<file path="config.mk">
export PLATFORM = sky130hd
export DESIGN_NAME = video_timing_decoder
export DESIGN_NICKNAME = d
export VERILOG_FILES = /design/src/rtl/video_timing_decoder.sv
export SDC_FILE = /design/constraint.sdc
export NUM_CORES = 1
export LEC_CHECK = 0
export ABC_AREA = 1
export CAP_MARGIN = 25
export CORE_MARGIN = 8
export CORE_UTILIZATION = 46
export DETAILED_ROUTE_END_ITERATION = 10
export PLACE_DENSITY = 0.75
export SYNTH_ARGS = -nofsm -noshare
export SYNTH_HDL_FRONTEND = slang
export SYNTH_SLANG_ARGS = --single-unit
</file>
<file path="constraint.sdc">
create_clock -name I_PCLK -period 1.5 [get_ports I_PCLK]
set_clock_uncertainty 0.1 [all_clocks]
set_input_delay 0.3 -clock I_PCLK [delete_from_list [all_inputs] [get_ports I_PCLK]]
set_output_delay 0.3 -clock I_PCLK [all_outputs]
set_load 0.03 [all_outputs]
</file>
<file path="src/rtl/video_timing_decoder.sv">
`default_nettype none
// ============================================================================
// video_timing_decoder: recovers pixel coordinates, frame markers, line/frame
// totals and a format lock indication from a raw DE/HSYNC/VSYNC video stream.
// Revision: 1.0
// ============================================================================
module video_timing_decoder #(
  parameter int H_ACT       = 640,
  parameter int V_ACT       = 480,
  parameter bit HS_POL      = 1'b0,
  parameter bit VS_POL      = 1'b0,
  parameter int LOCK_FRAMES = 2
) (
  input  logic                      I_PCLK,
  input  logic                      I_RST_N,
  input  logic [23:0]               I_PIX_DATA,
  input  logic                      I_VSYNC,
  input  logic                      I_HSYNC,
  input  logic                      I_DE,
  output logic [23:0]               O_PIX_DATA,
  output logic                      O_PIX_VALID,
  output logic [$clog2(H_ACT)-1:0]  O_COL,
  output logic [$clog2(V_ACT)-1:0]  O_ROW,
  output logic                      O_SOF,
  output logic                      O_EOL,
  output logic                      O_EOF,
  output logic                      O_LOCKED,
  output logic                      O_ERR,
  output logic [11:0]               O_HTOTAL,
  output logic [11:0]               O_VTOTAL
);

  localparam int COL_W     = $clog2(H_ACT);
  localparam int ROW_W     = $clog2(V_ACT);
  localparam int COL_CNT_W = $clog2(H_ACT + 2);
  localparam int ROW_CNT_W = $clog2(V_ACT + 1);

  localparam logic [COL_CNT_W-1:0] C_H_ACT  = COL_CNT_W'(H_ACT);
  localparam logic [COL_CNT_W-1:0] C_H_LAST = COL_CNT_W'(H_ACT - 1);
  localparam logic [COL_CNT_W-1:0] C_H_SAT  = COL_CNT_W'(H_ACT + 1);
  localparam logic [ROW_CNT_W-1:0] C_V_ACT  = ROW_CNT_W'(V_ACT);
  localparam logic [ROW_CNT_W-1:0] C_V_LAST = ROW_CNT_W'(V_ACT - 1);
  localparam logic [3:0]           C_LOCK   = 4'(LOCK_FRAMES);
  localparam logic [11:0]          C_SAT12  = 12'hFFF;

  typedef enum logic [1:0] {
    ST_SEARCH  = 2'd0,
    ST_MEASURE = 2'd1,
    ST_LOCKED  = 2'd2
  } state_t;

  state_t                 state_q, state_d;
  logic [3:0]             good_cnt_q, good_cnt_d;
  logic                   vs_prev_q, hs_prev_q, de_prev_q;
  logic [COL_CNT_W-1:0]   col_cnt_q, col_cnt_d;
  logic [ROW_CNT_W-1:0]   row_cnt_q, row_cnt_d;
  logic [11:0]            h_cnt_q, h_cnt_d, v_cnt_q, v_cnt_d;
  logic [11:0]            htotal_q, htotal_d, vtotal_q, vtotal_d;
  logic [11:0]            h_inc, v_inc;
  logic [23:0]            pix_data_q;
  logic                   pix_valid_q, pix_valid_d;
  logic [COL_W-1:0]       col_q, col_d;
  logic [ROW_W-1:0]       row_q, row_d;
  logic                   sof_q, sof_d, eol_q, eol_d, eof_q, eof_d;
  logic                   locked_q, locked_d, err_q, err_d;

  logic vs_edge, hs_edge, de_rise, de_fall;
  logic line_err, row_ovf, frame_err;

  // Active edge: input now at the active level, previous sample was not.
  assign vs_edge  = (I_VSYNC == VS_POL) && (vs_prev_q != VS_POL);
  assign hs_edge  = (I_HSYNC == HS_POL) && (hs_prev_q != HS_POL);
  assign de_rise  = I_DE && !de_prev_q;
  assign de_fall  = !I_DE && de_prev_q;

  assign line_err  = de_fall && (col_cnt_q != C_H_ACT);
  assign row_ovf   = de_rise && (row_cnt_q == C_V_ACT);
  assign frame_err = vs_edge && (row_cnt_q != C_V_ACT) && (state_q != ST_SEARCH);

  always_comb begin
    col_cnt_d   = '0;
    row_cnt_d   = row_cnt_q;
    pix_valid_d = I_DE && (col_cnt_q < C_H_ACT) && (row_cnt_q < C_V_ACT);
    col_d       = COL_W'(col_cnt_q);
    row_d       = ROW_W'(row_cnt_q);
    sof_d       = pix_valid_d && (col_cnt_q == '0) && (row_cnt_q == '0);
    eol_d       = pix_valid_d && (col_cnt_q == C_H_LAST);
    eof_d       = eol_d && (row_cnt_q == C_V_LAST);
    err_d       = line_err || row_ovf || frame_err;

    if (I_DE) begin
      col_cnt_d = (col_cnt_q == C_H_SAT) ? col_cnt_q : col_cnt_q + 1'b1;
    end
    if (vs_edge) begin
      row_cnt_d = '0;
    end else if (de_fall && (row_cnt_q != C_V_ACT)) begin
      row_cnt_d = row_cnt_q + 1'b1;
    end

    h_inc    = (h_cnt_q == C_SAT12) ? h_cnt_q : h_cnt_q + 12'd1;
    v_inc    = (v_cnt_q == C_SAT12) ? v_cnt_q : v_cnt_q + 12'd1;
    h_cnt_d  = h_inc;
    htotal_d = htotal_q;
    if (hs_edge) begin
      htotal_d = h_inc;
      h_cnt_d  = '0;
    end
    v_cnt_d  = hs_edge ? v_inc : v_cnt_q;
    vtotal_d = vtotal_q;
    // A coincident HSYNC edge belongs to the frame that starts here.
    if (vs_edge) begin
      vtotal_d = v_cnt_q;
      v_cnt_d  = hs_edge ? 12'd1 : 12'd0;
    end
  end

  always_comb begin
    state_d    = state_q;
    good_cnt_d = good_cnt_q;
    case (state_q)
      ST_SEARCH: begin
        if (vs_edge) begin
          state_d    = ST_MEASURE;
          good_cnt_d = '0;
        end
      end
      ST_MEASURE: begin
        if (line_err || row_ovf) begin
          state_d = ST_SEARCH;
        end else if (vs_edge) begin
          // A short/long frame restarts the good-frame count from this edge.
          if (frame_err) begin
            good_cnt_d = '0;
          end else begin
            good_cnt_d = good_cnt_q + 4'd1;
            if (good_cnt_q + 4'd1 >= C_LOCK) begin
              state_d = ST_LOCKED;
            end
          end
        end
      end
      ST_LOCKED: begin
        if (err_d) begin
          state_d = ST_SEARCH;
        end
      end
      default: state_d = ST_SEARCH;
    endcase
    locked_d = (state_d == ST_LOCKED);
  end

  always_ff @(posedge I_PCLK or negedge I_RST_N) begin
    if (!I_RST_N) begin
      state_q     <= ST_SEARCH;
      good_cnt_q  <= '0;
      vs_prev_q   <= 1'b0;
      hs_prev_q   <= 1'b0;
      de_prev_q   <= 1'b0;
      col_cnt_q   <= '0;
      row_cnt_q   <= '0;
      h_cnt_q     <= '0;
      v_cnt_q     <= '0;
      htotal_q    <= '0;
      vtotal_q    <= '0;
      pix_data_q  <= '0;
      pix_valid_q <= 1'b0;
      col_q       <= '0;
      row_q       <= '0;
      sof_q       <= 1'b0;
      eol_q       <= 1'b0;
      eof_q       <= 1'b0;
      locked_q    <= 1'b0;
      err_q       <= 1'b0;
    end else begin
      state_q     <= state_d;
      good_cnt_q  <= good_cnt_d;
      vs_prev_q   <= I_VSYNC;
      hs_prev_q   <= I_HSYNC;
      de_prev_q   <= I_DE;
      col_cnt_q   <= col_cnt_d;
      row_cnt_q   <= row_cnt_d;
      h_cnt_q     <= h_cnt_d;
      v_cnt_q     <= v_cnt_d;
      htotal_q    <= htotal_d;
      vtotal_q    <= vtotal_d;
      pix_data_q  <= I_PIX_DATA;
      pix_valid_q <= pix_valid_d;
      col_q       <= col_d;
      row_q       <= row_d;
      sof_q       <= sof_d;
      eol_q       <= eol_d;
      eof_q       <= eof_d;
      locked_q    <= locked_d;
      err_q       <= err_d;
    end
  end

  assign O_PIX_DATA  = pix_data_q;
  assign O_PIX_VALID = pix_valid_q;
  assign O_COL       = col_q;
  assign O_ROW       = row_q;
  assign O_SOF       = sof_q;
  assign O_EOL       = eol_q;
  assign O_EOF       = eof_q;
  assign O_LOCKED    = locked_q;
  assign O_ERR       = err_q;
  assign O_HTOTAL    = htotal_q;
  assign O_VTOTAL    = vtotal_q;

endmodule
`default_nettype wire

</file>
==> results of run 1 <==
layout make-up:
cell class | instances | share of cell area
Tap cell | 140 | 0.0215
Timing Repair Buffer | 191 | 0.233
Inverter | 58 | 0.0267
Multi-Input combinational cell | 352 | 0.269
Sequential cell | 125 | 0.383
Clock inverter | 7 | 0.00813
Clock buffer | 22 | 0.0581
cells in the mapped netlist:
cell type	number	area (um^2)
nand2_1	118	443
o21ai_1	1	5.00
a211oi_1	1	7.51
dfrtp_1	125	3130
o211ai_1	3	22.5
nand3_2	1	10.0
a31oi_1	5	31.3
nand4_1	12	75.1
nand3b_1	3	22.5
buf_2	3	15.0
buf_12	1	20.0
nor3b_1	1	7.51
xor2_1	9	78.8
o21ai_0	42	210
o21ai_2	3	26.3
nand3_1	41	205
nor2_1	52	195
nor2_4	2	22.5
ha_1	9	113
or2_2	1	6.26
nor2_2	3	18.8
clkbuf_1	6	22.5
nor3_1	11	55.1
buf_6	2	22.5
nor3_4	1	16.3
nor4_1	2	12.5
nand2_2	8	50.1
a21oi_1	15	75.1
inv_1	58	218
o21ai_4	1	16.3
o21bai_1	1	7.51
and3_1	1	6.26
xnor2_1	3	26.3
state kept, by name, summed over array words and instances (netlist names), 2 cells and up:
name	flops
O_ROW	9
v_cnt_q	12
O_VTOTAL	12
h_cnt_q	12
col_cnt_q	10
O_PIX_DATA	24
O_HTOTAL	12
good_cnt_q	4
row_cnt_q	9
state_q	2
O_COL	10
how the worst max path moves through the flow:
stage | start | end | slack (ns) | depth (start not counted)
2_1_floorplan | v_cnt_q[1] | v_cnt_q[11] | -0.01 | 9
3_3_place_gp | I_VSYNC | good_cnt_q[1] | -0.26 | 8
3_5_place_dp | I_VSYNC | good_cnt_q[1] | -0.32 | 8
4_1_cts | row_cnt_q[1] | row_cnt_q[6] | -0.11 | 9
5_1_grt | row_cnt_q[0] | good_cnt_q[3] | -0.24 | 10
6_report | row_cnt_q[0] | good_cnt_q[3] | -0.16 | 10
through the flow:
stage / util / cell area [um^2] / hold slack (ns) / instances / setup TNS, ns
global placement: 0.641 / 7010 / 0.140 / 847 / -7.91
floorplan: - / 5210 / -0.0956 / 545 / -0.150
finish: 0.746 / 8160 / 0.226 / 895 / -2.93
global route: 0.746 / 8160 / 0.225 / 895 / -6.72
detailed placement: 0.641 / 7010 / 0.140 / 847 / -10.09
CTS: 0.719 / 7860 / 0.220 / 887 / -1.01
critical path: stages, from the launching register on:
cell	delay, ns
dfrtp_1	0.39
inv_2	0.09
ha_4	0.15
nand2_4	0.05
nor2_4	0.14
nand3_4	0.17
nand2_4	0.12
nand2_2	0.08
nor2_1	0.16
nand3_1	0.09
nand2_1	0.07
power by group:
group / switching, W / internal, W / total (W)
clock network: 0.00138 / 0.00237 / 0.00375
logic: 0.00117 / 0.000914 / 0.00208
registers: 0.000233 / 0.00366 / 0.00389
total: 0.00278 / 0.00694 / 0.00972
routing by layer:
layer	wire, um	part of all wire	vias to the layer above
met2	7610	0.53	153
met5	0	0	-
met4	314	0.022	0
li1	-	-	2182
met3	891	0.062	25
met1	5550	0.39	2273
placed cells by master, fill, tap and decap left out, types with 5 or more instances in the layout:
cell type        instances
a31oi_1                  5
buf_4                   79
nand3_1                 30
clkdlybuf4s15_2         53
o21ai_0                 23
buf_2                    9
buf_6                    7
o21ai_1                 14
buf_12                  14
nor2_2                   8
nand3_2                 10
a21oi_2                  7
clkbuf_16               18
nand2_2                 18
nand2_4                 17
a21oi_1                  7
o21ai_2                  9
nand4_1                 12
inv_1                   51
nor3_1                   7
xor2_1                   9
clkdlybuf4s50_1         27
nand2_1                 92
nor2_1                  45
dfrtp_1                125
inv_2                    7
timing repair:
action                                 CTS  global route
cloned                                   2             1
setup endpoints to repair              110            66
setup buffers                            8             7
pin swaps                               24            29
hold buffers                             1             0
endpoints found under the hold margin   14             0
gates resized for setup                232            89
kinds of logic after synthesis:
group | count (synthesis) | share of synthesized area
AO/OA/AOI/OAI | 72 | 0.0774
XOR/XNOR | 12 | 0.0202
adder cells (fa/ha/maj) | 9 | 0.0217
buffers and inverters | 70 | 0.0574
flip-flops | 125 | 0.603
AND/OR/NAND/NOR | 257 | 0.221
==> flow_metrics.py, run 1 <==
metrics = {
    "route": {
        "drt-initial-drc-count": 376,
        "via_per_inst": 5.18,
        "first_pass_iters": 4,
        "drtAntennaViolNets": 0,
        "route.detailed.drc": 0,
        "num_vias": 4633,
        "wirelength_um": 14400,
        "wl_per_cell_um": 16.1,
    },
    "sta": {
        "worst_pin_slew_ns": 0.378,
        "hold_viol": 0,
        "slew_viol_final": 0,
        "maxSlewHeadroom": 0.748,
        "fin_ws_ns": -0.160,
        "max_freq_ghz": 0.602,
        "setup_violations": 47,
        "rsz0062_at_grt": "yes",
        "min_period_over_period": 1.11,
        "min_period_ns": 1.66,
    },
    "worst_setup_path": {
        "cp_max_fo": 5,
        "rrSetupSlack_ns": -0.16,
        "r2r_start": "row_cnt_q[0]",
        "start_kind": "flop",
        "critPathArrivalTime_ns": 1.91,
        "reg2reg_depth": 10,
        "rr_endpoint": "good_cnt_q[3]",
        "required_ns": 1.75,
        "crit_path_end_kind": "flop",
        "crit_type": "flop to flop",
    },
    "global_routing": {
        "grt_usage": 0.184,
        "grt_max_degree": 41,
        "grt_use_met1": 0.210,
        "top_usage_layer": "met2",
        "grt_util_met2": 0.317,
        "grt.met3_usage": 0.0459,
        "grt_overflow_total": 0,
        "antenna_found_initial": 0,
        "grt_pass1_wl_um": 21800,
        "grt_pass1_vias": 4642,
    },
    "placed_design": {
        "dp_hpwl_um": 9250,
        "pre_cts_ws_ns": -0.316,
        "gp_congestion": 0.870,
        "port-buffer-count": 101,
    },
    "floorplanning": {
        "rows": 38,
        "die_area_um2": 14900,
        "die_h_um": 122,
        "io_pins": 102,
        "coreArea_um2": 10900,
        "die-width_um": 122,
        "initial_core_util": 0.475,
    },
    "clock_network": {
        "cts_tree": "done",
        "htreeDepth": 4,
        "max-clock-path-buffers": 2,
        "cts_num_sinks": 125,
        "cts.clk_slew.worst_paths_ns": 0.05,
        "clk_latency_ns": 0.41,
        "clockRootBuffer": "clkbuf_16",
        "cts-buffers-inserted": 17,
    },
    "power": {
        "total_power_w": 0.00972,
        "p_leak_nw": 3.90,
        "p_per_area_nw_per_um2": 1190,
        "ir_drop_mv": 0.837,
    },
    "run": {
        "maxCapViolations": 0,
    },
    "run_status": {
        "violations": "negative setup slack",
        "status": "finished with violations",
    },
    "layout": {
        "num_antenna_cells": 0,
        "drive_gt1_frac": 0.384,
        "fin_nets": 783,
        "syn2layout_area_growth_pct": 57.2,
        "n_fill_cell": 698,
        "regArea_um2": 3130,
        "multi_input_area_um2": 2200,
    },
    "logic_synthesis": {
        "avgSynthCellArea_um2": 9.53,
        "ys_ff_latch": 125,
        "netlist_instances": 545,
        "yosys_warnings": 0,
        "synth_fp_nets": 583,
        "synth-seq-area-share": 0.603,
        "syn-cell-area_um2": 5190,
        "synthDistinctLibCells": 33,
    },
    "hold_path": {
        "min_path_type": "input pin to flop",
        "min_from": "I_PIX_DATA[0]",
        "hold_path_end": "O_PIX_DATA[0]",
        "hold_depth": 1,
    },
}
No activity file was read; power rests on OpenSTA's default activity.
==> inputs of run 2 (changes only) <==
--- a/config.mk
+++ b/config.mk
@@ -8,8 +8,9 @@
 export ABC_AREA = 1
 export CAP_MARGIN = 25
 export CORE_MARGIN = 8
-export CORE_UTILIZATION = 46
+export CORE_UTILIZATION = 57
 export DETAILED_ROUTE_END_ITERATION = 10
+export DONT_BUFFER_PORTS = 1
 export PLACE_DENSITY = 0.75
 export SYNTH_ARGS = -nofsm -noshare
 export SYNTH_HDL_FRONTEND = slang
==> constraint.sdc (replaced) <==
create_clock -name I_PCLK -period 1.47 [get_ports I_PCLK]
set_clock_uncertainty 0.1 [all_clocks]
set_input_delay 0.294 -clock I_PCLK [delete_from_list [all_inputs] [get_ports I_PCLK]]
set_output_delay 0.294 -clock I_PCLK [all_outputs]
set_load 0.05 [all_outputs]
==> flow_metrics.py, run 2 (synthesis results as in run 1) <==
metrics = {
    "power": {
        "switching_power_w": 0.00345,
        "p_per_area_nw_per_um2": 1390,
        "p_leak_nw": 3.47,
        "pwr-share-clk": 0.419,
        "ir_drop_mv": 0.950,
        "combPwrFrac": 0.148,
        "p_int_w": 0.00713,
        "total_power_w": 0.0106,
        "swShare": 0.326,
        "power_frac_seq": 0.433,
    },
    "clock_network": {
        "htreeDepth": 4,
        "clockRootBuffer": "clkbuf_8",
        "cts_tree": "done",
        "max-clock-path-buffers": 2,
        "clk_latency_ns": 0.53,
        "cts.clk_slew.worst_paths_ns": 0.07,
        "cts_num_sinks": 125,
        "cts-buffers-inserted": 17,
        "cts_hold_buf": 27,
    },
    "worst_setup_path": {
        "crit_family": "simple AND/OR/NAND/NOR gates",
        "slowest_stage": "dfrtp_1",
        "cp_max_fo": 5,
        "slowest_delay_ns": 0.40,
        "crit_type": "flop to flop",
        "critPathArrivalTime_ns": 2.03,
        "required_ns": 1.76,
        "critPathBufInv": 2,
        "crit_chain": "inv_2 > ha_4 > nand2_2 > nor2_4 > nand3_4 > nand2_4 > buf_8 > nand2_8 > nand4_1 > o21ai_1",
        "crit_path_end_kind": "flop",
        "start_kind": "flop",
    },
    "route": {
        "num_vias": 4698,
        "drt-initial-drc-count": 352,
        "first_pass_iters": 8,
        "via_per_inst": 5.91,
        "wl_per_cell_um": 21.3,
        "route.detailed.drc": 0,
        "wirelength_um": 16900,
        "drtAntennaViolNets": 0,
    },
    "layout": {
        "largest_register_ffs": 24,
        "syn2layout_area_growth_pct": 46.3,
        "fin_nets": 709,
        "drive_gt1_frac": 0.471,
        "final_area_um2": 7600,
        "layout_commonest_cell": "nand2_1",
        "final_cell_mix": "nand2_1, dfrtp_2, buf_4",
        "num_antenna_cells": 0,
    },
    "hold_path": {
        "min_path_type": "input pin to asynchronous set/reset pin",
    },
    "run_status": {
        "status": "finished with violations",
        "violations": "negative hold slack, negative setup slack",
    },
    "sta": {
        "worst_pin_slew_ns": 0.479,
        "slew_viol_final": 0,
        "rsz0062_at_grt": "yes",
        "setup_violations": 60,
        "min_period_over_period": 1.18,
        "hold_viol": 138,
        "min_period_ns": 1.74,
        "maxSlewHeadroom": 0.680,
        "fin_ws_ns": -0.266,
        "timing.hold.ws_ns": -0.641,
        "max_freq_ghz": 0.576,
    },
    "floorplanning": {
        "coreArea_um2": 9020,
        "rows": 35,
        "io_pins": 102,
        "die_area_um2": 12400,
        "die_h_um": 111,
        "die-width_um": 111,
        "initial_core_util": 0.575,
    },
    "global_routing": {
        "grt_pass1_wl_um": 22700,
        "grt_usage": 0.228,
        "grt_pass1_vias": 4502,
        "grt_overflow_total": 0,
        "antenna_found_initial": 0,
        "grt_max_degree": 126,
    },
    "placed_design": {
        "dp_hpwl_um": 7940,
        "port-buffer-count": 0,
        "gp_congestion": 0.849,
        "place_area_um2": 5720,
    },
    "run": {
        "maxCapViolations": 0,
    },
}
==> run 2: cell types whose count changed in the layout (fill, tap and decap cells not counted), moves of 8 or more <==
cell,previous run,this run
buf_6,7,18
dlygate4sd3_1,1,27
clkdlybuf4s15_2,53,0
buf_4,79,70
dfrtp_2,0,74
dfrtp_1,125,51
buf_2,9,0
clkdlybuf4s50_1,27,0
buf_12,14,1
nor2_1,45,37
==> run 2: path summary, 6_finish.rpt <==
check                           depth (start not counted)        endpoint          from  slack (ns)
worst max register to register                         10    row_cnt_q[8]  row_cnt_q[1]       -0.27
worst max-delay path                                   10    row_cnt_q[8]  row_cnt_q[1]       -0.27
max in group asynchronous                               0  O_PIX_DATA[16]       I_RST_N        1.77
worst min-delay path                                    0           O_ERR       I_RST_N       -0.64
worst min register to register                          0        O_COL[9]  col_cnt_q[9]        0.39
min in group I_PCLK                                     0       de_prev_q          I_DE       -0.30
==> run 2: worst register-to-register path, cell delays in order (launching register included) <==
cell and delay [ns]:
dfrtp_1 0.40, inv_2 0.09, ha_4 0.13, nand2_2 0.06, nor2_4 0.16, nand3_4 0.12
nand2_4 0.13, buf_8 0.14, nand2_8 0.07, nand4_1 0.10, o21ai_1 0.11
==> run 2: metrics by stage <==
step                worst slack [ns]  utilization  TNS [ns]  instances
finish                        -0.266        0.842     -6.33        795
global route                  -0.304        0.842     -9.99        795
CTS                           -0.107        0.779     -2.59        782
detailed placement            -0.140        0.634     -2.28        704
global placement             -0.0628        0.634    -0.556        704
floorplan                    -0.0418            -    -0.805        545
==> run 2: layout make-up <==
| type | instances | area, um^2 |
|---|---|---|
| flip-flops and latches | 125 | 3220 |
| multi-input cells | 351 | 2350 |
| fillers | 399 | 1420 |
| repair buffers | 118 | 1060 |
| clock buffers | 19 | 432 |
| inverters | 58 | 218 |
| clock inverters | 13 | 180 |
| well taps | 111 | 139 |
==> run 2: layer usage <==
| layer | routed length, um | track usage | up-vias | part of all wire |
|---|---|---|---|---|
| li1 | - | - | 2036 | - |
| met2 | 8610 | 0.390 | 308 | 0.51 |
| met1 | 6240 | 0.258 | 2288 | 0.37 |
| met5 | 0 | 0 | - | 0 |
| met3 | 1390 | 0.0672 | 66 | 0.082 |
| met4 | 659 | 0.102 | 0 | 0.039 |
==> run 2: timing repair <==
action,CTS,global route
endpoints found under the setup margin,125,73
cloned,0,2
pin swaps,15,41
endpoints found under the hold margin,169,138
buffers inserted,19,13
gates resized for setup,122,116
==> run 2: power by group through the flow <==
| stage | Clock, W | Sequential [W] | Combinational (W) |
|---|---|---|---|
| after CTS | 0.00437 | 0.00454 | 0.00110 |
| after global placement | 0 | 0.00454 | 0.000829 |
| after global routing | 0.00457 | 0.00461 | 0.00168 |
| after detailed placement | 0 | 0.00455 | 0.000870 |
| final | 0.00443 | 0.00458 | 0.00156 |
| after floorplan | 0 | 0.00450 | 0.000579 |
==> inputs of run 3 (changes only) <==
--- a/config.mk
+++ b/config.mk
@@ -7,6 +7,7 @@
 export LEC_CHECK = 0
 export ABC_AREA = 1
 export CAP_MARGIN = 25
+export CORE_ASPECT_RATIO = 0.8
 export CORE_MARGIN = 8
 export CORE_UTILIZATION = 57
 export DETAILED_ROUTE_END_ITERATION = 10
==> flow_metrics.py, run 3 (synthesis results as in run 1) <==
metrics = {
    "floorplanning": {
        "die_area_um2": 12400,
        "io_pins": 102,
        "die-width_um": 123,
        "initial_core_util": 0.579,
        "die_h_um": 101,
        "rows": 31,
        "coreArea_um2": 8960,
    },
    "layout": {
        "largest_register_ffs": 24,
        "fin_nets": 710,
        "final_util": 0.823,
        "num_antenna_cells": 0,
        "syn2layout_area_growth_pct": 42.1,
        "stdcell_count": 800,
        "drive_gt1_frac": 0.372,
        "layout_commonest_cell": "dfrtp_1",
        "final_cell_mix": "dfrtp_1, nand2_1, buf_4",
    },
    "clock_network": {
        "max-clock-path-buffers": 2,
        "clockRootBuffer": "clkbuf_16",
        "cts.clk_slew.worst_paths_ns": 0.06,
        "cts_num_sinks": 125,
        "clk_latency_ns": 0.42,
        "htreeDepth": 4,
        "cts_tree": "done",
        "cts-buffers-inserted": 17,
        "cts_hold_buf": 28,
    },
    "power": {
        "p_per_area_nw_per_um2": 1400,
        "total_power_w": 0.0103,
        "p_leak_nw": 3.39,
        "ir_drop_mv": 1.26,
    },
    "global_routing": {
        "grt_max_degree": 126,
        "grt_pass1_vias": 4421,
        "grt_overflow_total": 0,
        "grt_pass1_wl_um": 22300,
        "antenna_found_initial": 0,
        "grt_usage": 0.233,
    },
    "route": {
        "num_vias": 4509,
        "first_pass_iters": 5,
        "wl_per_cell_um": 19.1,
        "drtAntennaViolNets": 0,
        "wirelength_um": 15300,
        "route.detailed.drc": 0,
        "drt-initial-drc-count": 448,
        "via_per_inst": 5.64,
    },
    "worst_setup_path": {
        "cp_max_fo": 5,
        "critPathArrivalTime_ns": 1.94,
        "rr_endpoint": "row_cnt_q[8]",
        "crit_type": "flop to flop",
        "rrSetupSlack_ns": -0.27,
        "path_common_cell": "nand2_8",
        "r2r_start": "row_cnt_q[0]",
        "start_kind": "flop",
        "crit_path_end_kind": "flop",
        "slowest_delay_ns": 0.40,
        "reg2reg_depth": 9,
        "required_ns": 1.67,
        "slowest_stage": "dfrtp_1",
        "critPathBufInv": 1,
        "crit_chain": "inv_2 > ha_4 > nand2_4 > nor2_4 > nand3_4 > nand2_8 > nand2_8 > nand4_1 > o21ai_1",
        "crit_family": "simple AND/OR/NAND/NOR gates",
    },
    "placed_design": {
        "gp_congestion": 0.816,
        "placed_cells": 716,
        "port-buffer-count": 0,
        "dp_hpwl_um": 8280,
    },
    "run_status": {
        "status": "finished with violations",
        "violations": "negative hold slack, negative setup slack",
    },
    "sta": {
        "min_period_ns": 1.74,
        "slew_viol_final": 0,
        "timing.hold.ws_ns": -0.529,
        "fin_ws_ns": -0.270,
        "maxSlewHeadroom": 0.664,
        "max_freq_ghz": 0.575,
        "setup_violations": 58,
        "rsz0062_at_grt": "yes",
        "worst_pin_slew_ns": 0.504,
        "min_period_over_period": 1.18,
        "hold_viol": 125,
    },
    "run": {
        "maxCapViolations": 0,
    },
    "hold_path": {
        "min_path_type": "input pin to asynchronous set/reset pin",
    },
}
==> run 3: cell count changes in the layout (fill, tap and decap cells not counted), moves of 6 or more <==
cell,previous run,this run
o21ai_2,14,8
dfrtp_2,74,27
dfrtp_1,51,98
buf_4,70,78
buf_6,18,10
nor2_1,37,43
==> run 3: worst max path at each step <==
stage / slack (ns) / cells past startpoint / from / to
final: -0.27 / 9 / row_cnt_q[0] / row_cnt_q[8]
after global routing: -0.36 / 9 / row_cnt_q[0] / row_cnt_q[8]
after CTS: -0.10 / 10 / row_cnt_q[1] / good_cnt_q[3]
after detailed placement: -0.18 / 9 / row_cnt_q[1] / row_cnt_q[8]
after global placement: -0.08 / 11 / col_cnt_q[0] / good_cnt_q[0]
after floorplan: -0.04 / 9 / v_cnt_q[1] / v_cnt_q[11]
==> run 3: timing repair <==
action	4_1_cts	5_1_grt
endpoints found under the setup margin	61	83
cloned	3	1
gates resized for setup	69	86
pin swaps	29	33
endpoints found under the hold margin	164	125
buffers inserted	10	10
==> run 3: per-layer routing <==
metal,global-route usage,vias up,part of all wire
met5,0,-,0
met4,0.100,0,0.033
li1,-,2030,-
met3,0.0802,58,0.087
met2,0.376,242,0.49
met1,0.280,2179,0.39
==> run 3: final cells by class <==
cell class	count	area, um^2
clock buffers	18	439
clock inverters	14	168
fillers	453	1580
inverters	58	224
multi-input cells	353	2260
flip-flops and latches	125	3160
well taps	115	144
repair buffers	116	978
repair inverters	1	7.51
==> run 3: where the power goes <==
group	internal, W	leakage, nW	switching, W
Sequential	0.00373	1.60	0.000770
Clock	0.00271	0.292	0.00159
Combinational	0.000677	1.50	0.000837
==> run 3: stage by stage <==
step                setup TNS [ns]  setup WS [ns]  hold slack, ns  area, um^2
CTS                          -2.73         -0.100          -0.534        6990
finish                       -7.10         -0.270          -0.529        7380
detailed placement           -4.36         -0.179         -0.0979        5790
global placement             -1.01        -0.0835         -0.0968        5790
floorplan                   -0.805        -0.0418          -0.102        5210
global route                -11.73         -0.355          -0.541        7380
